==> src/rtl/cnn_pkg.sv <==
// Shared types and dimensions for the CNN front-end blocks.
package cnn_pkg;
  typedef logic signed [7:0] pixel_t;

  localparam int KSIZE         = 5;
  localparam int IMG_W_DEFAULT = 28;
  localparam int IMG_H_DEFAULT = 28;
endpackage

==> src/rtl/conv_line_fifo.sv <==
// Single-row delay line: the output is the pixel pushed DEPTH pushes ago.
module conv_line_fifo
  import cnn_pkg::*;
#(
  parameter int DEPTH = IMG_W_DEFAULT
) (
  input  logic       clk,
  input  logic       rst_n,
  input  logic       push,
  input  logic [7:0] din,
  output logic [7:0] dout
);

  localparam int PW = (DEPTH > 1) ? $clog2(DEPTH) : 1;
  localparam logic [PW-1:0] PTR_LAST = PW'(DEPTH - 1);

  logic [7:0]    mem [DEPTH];
  logic [PW-1:0] ptr;

  always_ff @(posedge clk or negedge rst_n) begin
    if (!rst_n) begin
      ptr <= '0;
    end else if (push) begin
      ptr <= (ptr == PTR_LAST) ? '0 : ptr + PW'(1);
    end
  end

  // Storage is deliberately not reset; stale rows are masked by window gating.
  always_ff @(posedge clk) begin
    if (push) begin
      mem[ptr] <= din;
    end
  end

  assign dout = mem[ptr];

endmodule

==> src/rtl/conv_window_gen.sv <==
// Streaming 5x5 window generator with four line buffers.
// Define CONV_WIN_OFFSET_EN to convert unsigned input pixels to signed (MSB inverted).
module conv_window_gen
  import cnn_pkg::*;
#(
  parameter int IMG_W = IMG_W_DEFAULT,
  parameter int IMG_H = IMG_H_DEFAULT
) (
  input  logic              clk,
  input  logic              rst_n,
  input  logic              pixel_valid,
  input  logic [7:0]        pixel_in,
  input  logic              sof,
  output logic signed [7:0] data_out_0,
  output logic signed [7:0] data_out_1,
  output logic signed [7:0] data_out_2,
  output logic signed [7:0] data_out_3,
  output logic signed [7:0] data_out_4,
  output logic signed [7:0] data_out_5,
  output logic signed [7:0] data_out_6,
  output logic signed [7:0] data_out_7,
  output logic signed [7:0] data_out_8,
  output logic signed [7:0] data_out_9,
  output logic signed [7:0] data_out_10,
  output logic signed [7:0] data_out_11,
  output logic signed [7:0] data_out_12,
  output logic signed [7:0] data_out_13,
  output logic signed [7:0] data_out_14,
  output logic signed [7:0] data_out_15,
  output logic signed [7:0] data_out_16,
  output logic signed [7:0] data_out_17,
  output logic signed [7:0] data_out_18,
  output logic signed [7:0] data_out_19,
  output logic signed [7:0] data_out_20,
  output logic signed [7:0] data_out_21,
  output logic signed [7:0] data_out_22,
  output logic signed [7:0] data_out_23,
  output logic signed [7:0] data_out_24,
  output logic              valid_out_buf,
  output logic              frame_done
);

  localparam int CW = $clog2(IMG_W);
  localparam int RW = $clog2(IMG_H);
  localparam logic [CW-1:0] COL_LAST  = CW'(IMG_W - 1);
  localparam logic [RW-1:0] ROW_LAST  = RW'(IMG_H - 1);
  localparam logic [CW-1:0] COL_FIRST = CW'(KSIZE - 1);
  localparam logic [RW-1:0] ROW_FIRST = RW'(KSIZE - 1);

  logic [CW-1:0] col, cur_col;
  logic [RW-1:0] row, cur_row;
  logic [7:0]    pix;

  // tap[0] is the incoming pixel, tap[k] the same column k rows earlier
  logic [KSIZE-1:0][7:0] tap;
  pixel_t win [KSIZE][KSIZE];

`ifdef CONV_WIN_OFFSET_EN
  assign pix = pixel_in ^ 8'h80;
`else
  assign pix = pixel_in;
`endif

  assign tap[0] = pix;

  for (genvar i = 0; i < KSIZE - 1; i++) begin : g_line
    conv_line_fifo #(.DEPTH(IMG_W)) u_line (
      .clk   (clk),
      .rst_n (rst_n),
      .push  (pixel_valid),
      .din   (tap[i]),
      .dout  (tap[i+1])
    );
  end

  always_comb begin
    cur_col = col;
    cur_row = row;
    if (sof) begin
      cur_col = '0;
      cur_row = '0;
    end
  end

  always_ff @(posedge clk or negedge rst_n) begin
    if (!rst_n) begin
      col           <= '0;
      row           <= '0;
      valid_out_buf <= 1'b0;
      frame_done    <= 1'b0;
    end else begin
      valid_out_buf <= pixel_valid && (cur_row >= ROW_FIRST) && (cur_col >= COL_FIRST);
      frame_done    <= pixel_valid && (cur_row == ROW_LAST) && (cur_col == COL_LAST);
      if (pixel_valid) begin
        if (cur_col == COL_LAST) begin
          col <= '0;
          row <= (cur_row == ROW_LAST) ? '0 : cur_row + RW'(1);
        end else begin
          col <= cur_col + CW'(1);
          row <= cur_row;
        end
      end
    end
  end

  // Row 0 of the window is the oldest line, column KSIZE-1 the newest pixel.
  always_ff @(posedge clk or negedge rst_n) begin
    if (!rst_n) begin
      for (int r = 0; r < KSIZE; r++) begin
        for (int c = 0; c < KSIZE; c++) begin
          win[r][c] <= '0;
        end
      end
    end else if (pixel_valid) begin
      for (int r = 0; r < KSIZE; r++) begin
        for (int c = 0; c < KSIZE - 1; c++) begin
          win[r][c] <= win[r][c+1];
        end
        win[r][KSIZE-1] <= pixel_t'(tap[KSIZE-1-r]);
      end
    end
  end

  assign data_out_0  = win[0][0];
  assign data_out_1  = win[0][1];
  assign data_out_2  = win[0][2];
  assign data_out_3  = win[0][3];
  assign data_out_4  = win[0][4];
  assign data_out_5  = win[1][0];
  assign data_out_6  = win[1][1];
  assign data_out_7  = win[1][2];
  assign data_out_8  = win[1][3];
  assign data_out_9  = win[1][4];
  assign data_out_10 = win[2][0];
  assign data_out_11 = win[2][1];
  assign data_out_12 = win[2][2];
  assign data_out_13 = win[2][3];
  assign data_out_14 = win[2][4];
  assign data_out_15 = win[3][0];
  assign data_out_16 = win[3][1];
  assign data_out_17 = win[3][2];
  assign data_out_18 = win[3][3];
  assign data_out_19 = win[3][4];
  assign data_out_20 = win[4][0];
  assign data_out_21 = win[4][1];
  assign data_out_22 = win[4][2];
  assign data_out_23 = win[4][3];
  assign data_out_24 = win[4][4];

endmodule

==> config.mk <==
export PLATFORM = sky130hd
export DESIGN_NAME = conv_window_gen
export DESIGN_NICKNAME = d
export VERILOG_FILES = /design/src/rtl/cnn_pkg.sv /design/src/rtl/conv_line_fifo.sv /design/src/rtl/conv_window_gen.sv
export SDC_FILE = /design/constraint.sdc
export NUM_CORES = 1
export LEC_CHECK = 0
export BUFFER_PORTS_ARGS = -buffer_cell sky130_fd_sc_hd__buf_2
export CORE_MARGIN = 2
export CORE_UTILIZATION = 25
export DETAILED_ROUTE_END_ITERATION = 10
export PLACE_DENSITY = 0.5
export SLEW_MARGIN = 20
export SYNTH_ARGS = -nofsm -noshare
export SYNTH_HDL_FRONTEND = slang
export SYNTH_SLANG_ARGS = --single-unit
==> constraint.sdc <==
create_clock -name clk -period 2.8 [get_ports clk]
set_input_delay 0.42 -clock clk [delete_from_list [all_inputs] [get_ports clk]]
set_output_delay 0.42 -clock clk [all_outputs]
set_load 0.005 [all_outputs]
[Word level (Yosys, flattened, before mapping)]
Memory sizes are Yosys's and may differ from the RTL's. A register that Yosys moved wholly into a read port is not among the register bits.
Cells that the tools add are included.
Word-level totals
  register bits: 224
  memory bits (writable): 896
  bits of input ports: 12
  memories: 4
  word-level logic and storage cells: 66
  output and inout port bits: 202
Memories
  g_line[0].u_line.mem: words 28, bits a word 8, read ports 1, clocked after memory_dff 0, wr ports 1, line conv_line_fifo.sv:17  | logic [7:0] mem [DEPTH];
  g_line[1].u_line.mem: words 28, bits a word 8, read ports 1, clocked after memory_dff 0, wr ports 1, line conv_line_fifo.sv:17
  g_line[2].u_line.mem: words 28, bits a word 8, read ports 1, clocked after memory_dff 0, wr ports 1, line conv_line_fifo.sv:17
  g_line[3].u_line.mem: words 28, bits a word 8, read ports 1, clocked after memory_dff 1, wr ports 1, line conv_line_fifo.sv:17
Operators by class
  reductions and logical operators: 5
  multiplexer cells: 11
  order comparisons: 2
  add/sub/neg operators: 6
  equal/unequal tests: 6
Operators by type and width (count)
  two-way mux 5 bit: 9
  adder 5 x 1 -> 5 bit, second input constant: 6
  equality test 5 bit, second input constant: 6
  greater-or-equal comparator 5 x 3 -> 1 bit, second input constant: 2
  logical AND 1 bit: 4
  two-way mux 1 bit: 2
  zero test 1 bit: 1

[Logic depth before layout (Yosys ltp)]
  depth after elaboration: 4
  gate-level depth with buffers: 9
  mapped depth without buffers: 7

[By module]
A second synthesis with hierarchy kept.
Unflattened totals
  cell total of the unflattened synthesis: 2280
  area total of the unflattened synthesis: 44356.3 sq um
Modules (own cells, without submodules)
  conv_line_fifo (g_line[1].u_line ...): area an instance 9068.7 sq um, cells each 446, instances 3
  conv_line_fifo (g_line[0].u_line): area an instance 9081.2 sq um, cells each 446, instances 1
  conv_window_gen: area an instance 8069.0 sq um, cells each 496, instances 1

[Worst setup path after synthesis]
Ideal clock, no wire load.
  path type: register to register
  start point: reg g_line[0].u_line.ptr[0]
  end point: mem g_line[0].u_line.mem[18][0] (enable)
  arrival: 2.339 ns
  path slack: 0.076 ns
  library setup time: 0.385 ns
  stages on the path, launching flop included: 10
  period minus slack after synthesis: 2.724 ns
  data required time: 2.415 ns
  cells stage by stage: dfrtp_1 buf_6 buf_6 buf_4 buf_4 inv_1 ha_1 nand2_1 or2_2 nor3b_1
RTL lines
  start: declaration: line conv_line_fifo.sv:18  | logic [PW-1:0] ptr;
  start signal: assignment: line conv_line_fifo.sv:24  | ptr <= (ptr == PTR_LAST) ? '0 : ptr + PW'(1);
  end: declaration: line conv_line_fifo.sv:17
No word-level cell before the write port.

[Worst setup path after layout]
  start point: reg g_line[0].u_line.ptr[0]
  end point: mem g_line[1].u_line.mem[10][2], data pin
On the way
  cells in the longest elaborated chain, start to end: 1
Ends and longest elaborated chain
  memory (28 x 8 bit)
  named net g_line[0].u_line.dout[2]: line conv_line_fifo.sv:11  | output logic [7:0] dout
  end: declaration: line conv_line_fifo.sv:17
The timed path passes the listed nets, and every way through them passes these cells.

==> flow_summary_export.csv <==
group,metric,value,unit
detailed_routing,vias_per_cell,4.40,
logic_synthesis,synth_most_common_cell,"edfxtp_1",
power_and_ir_drop,p_seq_frac,0.433,
logic_synthesis,ys_top_cells_by_area,"edfxtp_1 (61%), dfrtp_1 (13%), mux2i_1 (5.5%), mux4_2 (5.2%), mux2_2 (4.7%)",
cells_and_area,top_register,"g_line.u_line.mem",
cells_and_area,fill_cells,17300,
logic_synthesis,syn_inst,2504,
power_and_ir_drop,cell_internal_pwr,40.9,mW
cells_and_area,diodes,0,
floorplan,initial_core_util,0.252,
placement,port_buffers,213,
cts,root_buffer,"clkbuf_16",
power_and_ir_drop,vdd_drop_max,0.850,mV
cells_and_area,stdcell_count,5382,
detailed_routing,routed_wl,109,mm
power_and_ir_drop,p_sw,19.4,mW
timing,fin_skew,59.9,ps
timing,slew_violations,0,
cts,post-cts-setup-buffers,0,
cells_and_area,seqCellArea,32700,um2
timing,hold_viol,0,
cts,clkLatencyLatePin,750,ps
floorplan,rows,154,
logic_synthesis,yosysUniqueCellTypes,71,
logic_synthesis,synth-seq-cells,1128,
timing,maxSlewHeadroom,0.414,
global_route,grt_pass1_wl,164,mm
worst_setup_path,startpoint_type,"flop",
worst_setup_path,critPathCaptureType,"flop",
worst_hold_path,hold_class,"primary input to flop",
placement,dp_cells,5149,
logic_synthesis,synth_area_per_cell,17.7,um2
floorplan,io_pins,214,
detailed_routing,drcViolationCount,0,
timing,fin_crit,2700,ps
cells_and_area,largest_reg_flops,896,
outcome,status,"finished, final reports clean",
worst_setup_path,arrival,3170,ps
detailed_routing,drt_pass1_iterations,5,
floorplan,core_area,176000,um2
floorplan,die_area,181000,um2
power_and_ir_drop,p_leak,19.0,nW
detailed_routing,vias,23700,
cts,htreeDepth,3,
logic_synthesis,synth_warnings,0,
logic_synthesis,yosysTopAreaCellShare,0.606,
global_route,grt_pass1_vias,24300,
worst_setup_path,cp.required,3270,ps
cells_and_area,nNetsFinal,2965,
cells_and_area,multi_input_area,11000,um2
flow_run,max-cap-violations,0,
cts,cts_tree,"built",
floorplan,fp.dieW,425,um
logic_synthesis,synth_edf_count,896,
cts,cts.clk_slew.worst_paths,60,ps
cts,numCtsBuffers,121,
cells_and_area,areaGrowthSynthToFinish,21.8,%
power_and_ir_drop,power_switching_share,0.321,
power_and_ir_drop,combPwrFrac,0.299,
cts,cts_buffer_depth,3,
worst_setup_path,crit_type,"flop to flop",
worst_setup_path,cp_max_fo,28,
power_and_ir_drop,p_per_area,1120,nW/um2
placement,gp_congestion,0.769,
logic_synthesis,synth_area,44400,um2
logic_synthesis,syn_nets,2535,
timing,rsz0062_at_grt,"no",
global_route,grt_use_total,0.120,
global_route,grt_max_degree,124,
logic_synthesis,async_flop_share,0.206,
logic_synthesis,synthFlopType,"edfxtp_1",
timing,tightest_slew,872,ps
cts,cts.sinks,1128,
logic_synthesis,synth_commonest_cells,"edfxtp_1 (896), mux2i_1 (244), dfrtp_1 (232)",
floorplan,die_y,425,um
detailed_routing,first_iter_violations,1842,
power_and_ir_drop,clkPwrFrac,0.268,
cells_and_area,drive_gt1_frac,0.313,
logic_synthesis,ys_seq_area_frac,0.737,
cells_and_area,top_regs,"g_line.u_line.mem (896), g_line.u_line.ptr (20)",
global_route,grt.overflow.total,0,
timing,finalSetupViolCount,0,
detailed_routing,ant_nets,0,
power_and_ir_drop,power.total,60.3,mW
detailed_routing,wl_per_cell,20.3,um
global_route,antenna_found_initial,0,
timing,max_freq,370,MHz
placement,hpwlAfterDp,72.7,mm
logic_synthesis,synth.largest_area_cell,"edfxtp_1",
timing,finalCritPeriodShare,0.964,
-- power groups by stage --
| stage | logic [mW] | clock network, mW | registers, mW |
|---|---|---|---|
| global route | 19.6 | 17.3 | 26.5 |
| floorplan | 9.55 | 0 | 25.7 |
| global placement | 18.1 | 0 | 26.5 |
| detailed placement | 18.4 | 0 | 26.5 |
| finish | 18.0 | 16.2 | 26.1 |
| CTS | 18.4 | 16.6 | 26.2 |
-- timing repair --
item | in CTS | in global routing
cloned | 0 | 0
gates resized for setup | 1 | 1
endpoints found under the hold margin | 60 | 0
setup endpoints to repair | 28 | 16
hold buffers | 2 | 0
-- worst max-delay path, stage by stage, from the launching register on --
cell and delay [ps]:
dfrtp_4 530, buf_12 210, buf_4 380, mux2i_1 250, o22ai_1 110, nor4_2 410, buf_4 180, nand3_1 110
buf_12 190
-- per-stage QoR --
stage          setup TNS (ps)   util  hold WS [ps]  area (um2)  setup WS, ps
6_report                    0  0.307          52.4       54000           100
5_1_grt                     0  0.307          68.7       54000          11.5
4_1_cts                     0  0.307          9.23       54000          26.1
3_5_place_dp             -158  0.283           435       50000         -8.29
3_3_place_gp                0  0.283           436       50000          19.0
2_1_floorplan               0      -           124       44400          75.7
-- cells by family (layout without fill, tap and decap cells) --
logic type,Yosys count,in the layout,synth area share
buffers and inverters,162,700,0.0159
AO/OA/AOI/OAI,235,235,0.0380
adder cells (fa/ha/maj),19,19,0.00536
AND/OR/NAND/NOR,421,421,0.0480
flip-flops,1128,1128,0.737
multiplexers,533,533,0.154
XOR/XNOR,6,6,0.00118
-- final cells by class --
cell class                      count  share of cell area
Sequential cell                  1128               0.606
Clock buffer                      147              0.0586
Timing Repair Buffer              450              0.0610
Multi-Input combinational cell   1214               0.203
Inverter                           19             0.00132
Tap cell                         2340              0.0542
Clock inverter                     84              0.0164
-- final timing paths --
check / startpoint / to / slack, ps / depth (start not counted)
worst max-delay path: g_line[0].u_line.ptr[0]$_DFFE_PN0P_ / g_line[1].u_line.mem[10][2]$_DFFE_PP_ / 100 / 8
worst min-delay path: pixel_valid / g_line[2].u_line.ptr[1]$_DFFE_PN0P_ / 50 / 3
worst max register to register: g_line[0].u_line.ptr[0]$_DFFE_PN0P_ / g_line[1].u_line.mem[10][2]$_DFFE_PP_ / 100 / 8
worst min register to register: data_out_0[6]$_DFFE_PN0P_ / data_out_0[6]$_DFFE_PN0P_ / 500 / 1
max in group asynchronous: rst_n / data_out_1[3]$_DFFE_PN0P_ / 1720 / 3
min in group asynchronous: rst_n / data_out_15[5]$_DFFE_PN0P_ / 270 / 2
-- per-layer routing --
metal,GRT usage,routed length (um),up-vias,share of wire
li1,-,-,10800,-
met1,0.159,48800,12300,0.45
met2,0.203,54600,432,0.50
met3,0.0159,3440,153,0.031
met4,0.0378,2590,0,0.024
met5,0,0,-,0
-- layout by cell type, fill, tap and decap left out, types with 6 or more instances in the layout --
cell type,instances
a21oi_1,16
nor2_1,125
edfxtp_1,896
nor3_1,37
and4_1,6
o22ai_1,67
inv_1,18
a22oi_1,32
nor4_1,15
clkbuf_16,121
a41oi_1,21
clkinv_1,18
a21o_1,7
a31oi_1,7
buf_2,211
a32oi_1,10
nand2b_1,14
mux2_2,185
and2_1,18
o22a_1,6
nor2b_1,19
clkinv_2,35
mux4_2,102
mux2i_1,244
nand2_1,72
nand3_1,64
clkbuf_1,22
dfrtp_1,225
a211oi_1,10
and3_1,7
ha_1,19
bufinv_16,15
o21ai_0,21
buf_12,34
buf_4,201
(Power assumes the default switching activity.)
